File: config.mk
export PLATFORM = sky130hd
export DESIGN_NAME = grf_scoreboard
export DESIGN_NICKNAME = d
export VERILOG_FILES = /design/src/rtl/grf_scoreboard.sv
export SDC_FILE = /design/constraint.sdc
export NUM_CORES = 2
export LEC_CHECK = 0
export CORE_MARGIN = 5
export CORE_UTILIZATION = 56
export CTS_CLUSTER_SIZE = 10
export DETAILED_ROUTE_END_ITERATION = 7
export HOLD_SLACK_MARGIN = 0.05
export PLACE_DENSITY = 0.77
export SLEW_MARGIN = 10
export SYNTH_ARGS = -nofsm -noshare
export SYNTH_HDL_FRONTEND = slang
export SYNTH_SLANG_ARGS = --single-unit
File: constraint.sdc
create_clock -name clk -period 3 [get_ports clk]
set_input_delay 0.6 -clock clk [delete_from_list [all_inputs] [get_ports clk]]
set_output_delay 0.6 -clock clk [all_outputs]
set_load 0.02 [all_outputs]
File: src/rtl/grf_scoreboard.sv
// grf_scoreboard: register file with write-first bypass, per-register pending-write scoreboard and writeback trace
module grf_scoreboard #(
  parameter int WIDTH  = 32,
  parameter int AW     = 5,
  parameter int PC_W   = 32,
  parameter int PEND_W = 2
) (
  input  logic             clk,
  input  logic             reset_n,
  input  logic [AW-1:0]    rd_a1,
  input  logic [AW-1:0]    rd_a2,
  output logic [WIDTH-1:0] rd_d1,
  output logic [WIDTH-1:0] rd_d2,
  output logic             rd_busy1,
  output logic             rd_busy2,
  input  logic             iss_valid,
  input  logic [AW-1:0]    iss_addr,
  output logic             iss_ready,
  input  logic             wb_valid,
  input  logic [AW-1:0]    wb_addr,
  input  logic [WIDTH-1:0] wb_data,
  input  logic [PC_W-1:0]  wb_pc,
  output logic             trc_valid,
  output logic [PC_W-1:0]  trc_pc,
  output logic [AW-1:0]    trc_addr,
  output logic [WIDTH-1:0] trc_data,
  output logic             err
);
  localparam int N = 2**AW;
  localparam logic [PEND_W-1:0] PMAX = '1;
  logic [WIDTH-1:0]  regs [N];
  logic [PEND_W-1:0] pend [N];
  logic              wb_go, iss_go, hit1, hit2;
  logic [PEND_W-1:0] p1, p2;
  assign wb_go  = wb_valid && wb_addr != '0;
  assign iss_ready = iss_addr == '0 || pend[iss_addr] != PMAX;
  assign iss_go = iss_valid && iss_ready && iss_addr != '0;
  always_comb begin
    hit1     = wb_valid && wb_addr == rd_a1;
    hit2     = wb_valid && wb_addr == rd_a2;
    rd_d1    = rd_a1 == '0 ? '0 : hit1 ? wb_data : regs[rd_a1];
    rd_d2    = rd_a2 == '0 ? '0 : hit2 ? wb_data : regs[rd_a2];
    p1       = pend[rd_a1] - PEND_W'(hit1 && pend[rd_a1] != '0);
    p2       = pend[rd_a2] - PEND_W'(hit2 && pend[rd_a2] != '0);
    rd_busy1 = rd_a1 != '0 && p1 != '0;
    rd_busy2 = rd_a2 != '0 && p2 != '0;
  end
  // a same-cycle reservation and retirement on one register cancel out in the counter
  always_ff @(posedge clk or negedge reset_n)
    if (!reset_n) begin
      for (int i = 0; i < N; i++) begin
        regs[i] <= '0;
        pend[i] <= '0;
      end
      err       <= 1'b0;
      trc_valid <= 1'b0;
      trc_pc    <= '0;
      trc_addr  <= '0;
      trc_data  <= '0;
    end else begin
      for (int i = 0; i < N; i++) begin
        if (wb_go && wb_addr == AW'(i)) regs[i] <= wb_data;
        pend[i] <= pend[i] + PEND_W'(iss_go && iss_addr == AW'(i))
                           - PEND_W'(wb_go && wb_addr == AW'(i) && pend[i] != '0);
      end
      if (wb_go && pend[wb_addr] == '0) err <= 1'b1;
      trc_valid <= wb_go;
      if (wb_go) begin
        trc_pc   <= wb_pc;
        trc_addr <= wb_addr;
        trc_data <= wb_data;
      end
    end
endmodule

==> run summary <==
Asr flop ratio synth = 100%
RSZ-0062 raised after global routing = yes
Fin crit period = 3.48 ns
Largest net degree at the start of global routing = 88
Largest family of logic cells by synthesized area = multiplexers
Placed cell count = 6416
Lkg Pwr = 36.4 nW
Die ar. = 120000 um2
Vias after detailed routing = 48200
Yosys warns = 0
Setup violations, final = 67
Post-synthesis compound-gate area fraction = 3.55%
Fin Hold WS = 0.361 ns
Clk_skew = 0.0125 ns
Register area share after synthesis = 45.8%
Met3 wire length = 30300 um
Remaining Overflow, GRT = 0
Std-Cell Rows = 123
Max incr delay on CP = 0.52 ns
Req. time, crit path = 2.40 ns
HP Class = input pin to asynchronous set/reset pin
Final worst setup slack = -0.480 ns
Synth Flop Type = dfrtp_1
Commonest non-fill, non-tap cell in the layout = dfrtp_1
Core box area = 112000 um2
Die W = 346 um
WP data arrival = 2.88 ns
DR iter-0 viols = 6486
CP Max Fanout = 2
Avg Inst Size Synth = 14.3 um2
Worst path cell trace = buf_6, mux4_2, mux4_2, a221o_1, buf_6
Port bufs = 225
Max-slew violations = 0
Adder-Cell Fraction of Synth Area = 1.26%
Max_cap viols = 0
Clock tree from TritonCTS = built
Vias in the first global route = 49500
Maximum vdd drop = 0.635 mV
CP Depth = 5
Routed length per instance = 33.6 um
Period Utilization, post-route = 116%
First-pass GRT wire length = 332000 um
DP HPWL = 145000 um
CP endpoint = rd_d1[30]
Final GP Congestion = 0.958
CTS buffer count = 138
Layout area overhead = 29.2%
Synthesized area = 63300 um2
Clock buffer depth = 3
Status = finished, violations left
Synth Net Count = 4581
Antenna violations before repair = 4
Crit path buf inv count = 2
Post-Synth Simple-Gate Area = 3.91%
TritonCTS sink count = 1159
DRC errors left = 0
Max Used Layer = met5
Antenna Nets Post-Route = 0
Slowest stage cell, crit path = mux4_2
Worst-path clk slew = 0.06 ns
EDFF count, synth = 0
GRT Total Usage = 37.1%
Setup Crit Path Kind = flop to primary output
Final-report hold violation count = 0
Most frequent cells in the layout = dfrtp_1 (1154), mux2_2 (745), buf_4 (651)
Fmax = 287 MHz
Layout cells sized above 1 = 52.2%
Synth Register Bits = 1159
Failing checks = setup timing
Xor/xnor share of the synthesized area = 1.02%
CP Capture Type = primary output
Fin cells = 6840
Kind of cell adding the most delay to the critical path = multiplexers
Vias per Instance = 7.05
Number of distinct library cells after synthesis = 66
DRT met1 WL = 80500 um
Syn Inst Count = 4429
Final #Nets = 5449
Reg2reg end = pend[43]$_DFF_PN0_
PwrDens = 626 nW/um2
Die Span Y = 346 um
Slew margin rel. = 43.6%
Root Buffer = clkbuf_16
R2R cell count = 13
Initial core utilization = 56.3%
H-tree lvl count = 4
Drt pass-1 iters = 6
Skew-Pair Late Insertion Delay = 0.76 ns
Worst slew pin tran = 0.846 ns
Final wirelength = 230000 um
Post-synthesis mux area share = 40.8%
WL met2 = 101000 um
Reg2Reg Setup Slack = 0.13 ns
Top-level port count = 226
RR Startpoint = pend[60]$_DFF_PN0_
CP Launch Point = regs[798]$_DFFE_PN0P_
Startpoint Class = flop
## metrics by stage
step / area (um2) / setup slack, ns / power, mW / util [%] / setup TNS [ns]
floorplan: 63600 / -0.0727 / 28.7 / - / -0.437
global placement: 73100 / -1.16 / 33.3 / 65.0 / -160.27
detailed placement: 73100 / -1.18 / 33.9 / 65.0 / -169.96
CTS: 80500 / -0.518 / 50.2 / 71.6 / -19.20
global route: 81800 / -0.492 / 52.8 / 72.7 / -21.40
finish: 81800 / -0.480 / 51.2 / 72.7 / -19.79
## cells in the mapped netlist, types with 51 or more instances
library cell	instances	area share (%)
mux2_2	750	13
nand2_1	262	1.6
clkbuf_1	241	1.4
dfrtp_1	1159	46
xnor2_1	73	1.0
o21ai_0	51	0.40
mux2_1	271	4.8
mux2i_1	186	2.9
mux4_2	554	20
ha_1	64	1.3
buf_2	132	1.0
nor2_1	106	0.63
## worst reg2reg max path, stage by stage, from the launching register on
cell and delay, ns:
dfrtp_1 0.38, buf_4 0.16, nand3_1 0.07, o21ai_0 0.17
a221o_1 0.37, buf_4 0.15, a211oi_2 0.17, buf_4 0.25
nand3_1 0.14, ha_1 0.35, inv_1 0.05, ha_1 0.18
xnor2_1 0.21, xnor2_1 0.16
## flip-flops by register name (all words and copies together) (netlist names)
signal	flops
trc_valid	1
err	1
trc_pc	32
trc_addr	5
pend	64
regs	1024
trc_data	32
## per-layer routing
metal | vias up | global-route usage (%)
li1 | 18600 | -
met4 | 2 | 22.6
met2 | 3747 | 54.4
met3 | 1095 | 12.2
met5 | - | 1.49
met1 | 24800 | 48.4
## timing repair
| action | CTS | global route |
|---|---|---|
| setup buffers | 178 | 75 |
| hold buffers | 1 | 0 |
| gates cloned | 15 | 6 |
| hold endpoints to repair | 42 | 0 |
| gates resized for setup | 652 | 192 |
| setup endpoints to repair | 67 | 82 |
| pin swaps | 109 | 96 |
## area by class of cell
type / instances / area (um2)
Fill cell: 6501 / 30700
Sequential cell: 1159 / 29000
Antenna cell: 2 / 5.00
Tap cell: 1500 / 1880
Inverter: 39 / 150
Timing Repair Buffer: 1198 / 13200
Clock buffer: 165 / 3710
Clock inverter: 16 / 233
Multi-Input combinational cell: 2761 / 33600
## report_power, final
group	switching (mW)	total, mW	internal, mW
clock network	6.63	15.4	8.76
registers	2.59	21.4	18.8
logic	6.21	14.4	8.22
## how the worst min path moves through the flow
| stage | endpoint | cells after the start | slack (ns) |
|---|---|---|---|
| 2_1_floorplan | err$_DFFE_PN0P_ | 0 | 0.30 |
| 3_3_place_gp | regs[1020]$_DFFE_PN0P_ | 0 | 0.38 |
| 3_5_place_dp | regs[999]$_DFFE_PN0P_ | 0 | 0.38 |
| 4_1_cts | trc_pc[29]$_DFFE_PN0P_ | 3 | 0.34 |
| 5_1_grt | trc_pc[27]$_DFFE_PN0P_ | 3 | 0.37 |
| 6_report | trc_pc[5]$_DFFE_PN0P_ | 2 | 0.36 |
## cell families after synthesis
group,count (synthesis)
multiplexers,1761
flip-flops,1159
AND/OR/NAND/NOR,552
buffers and inverters,509
AO/OA/AOI/OAI,308
XOR/XNOR,74
adder cells (fa/ha/maj),64
other,2
(Power assumes the default switching activity.)
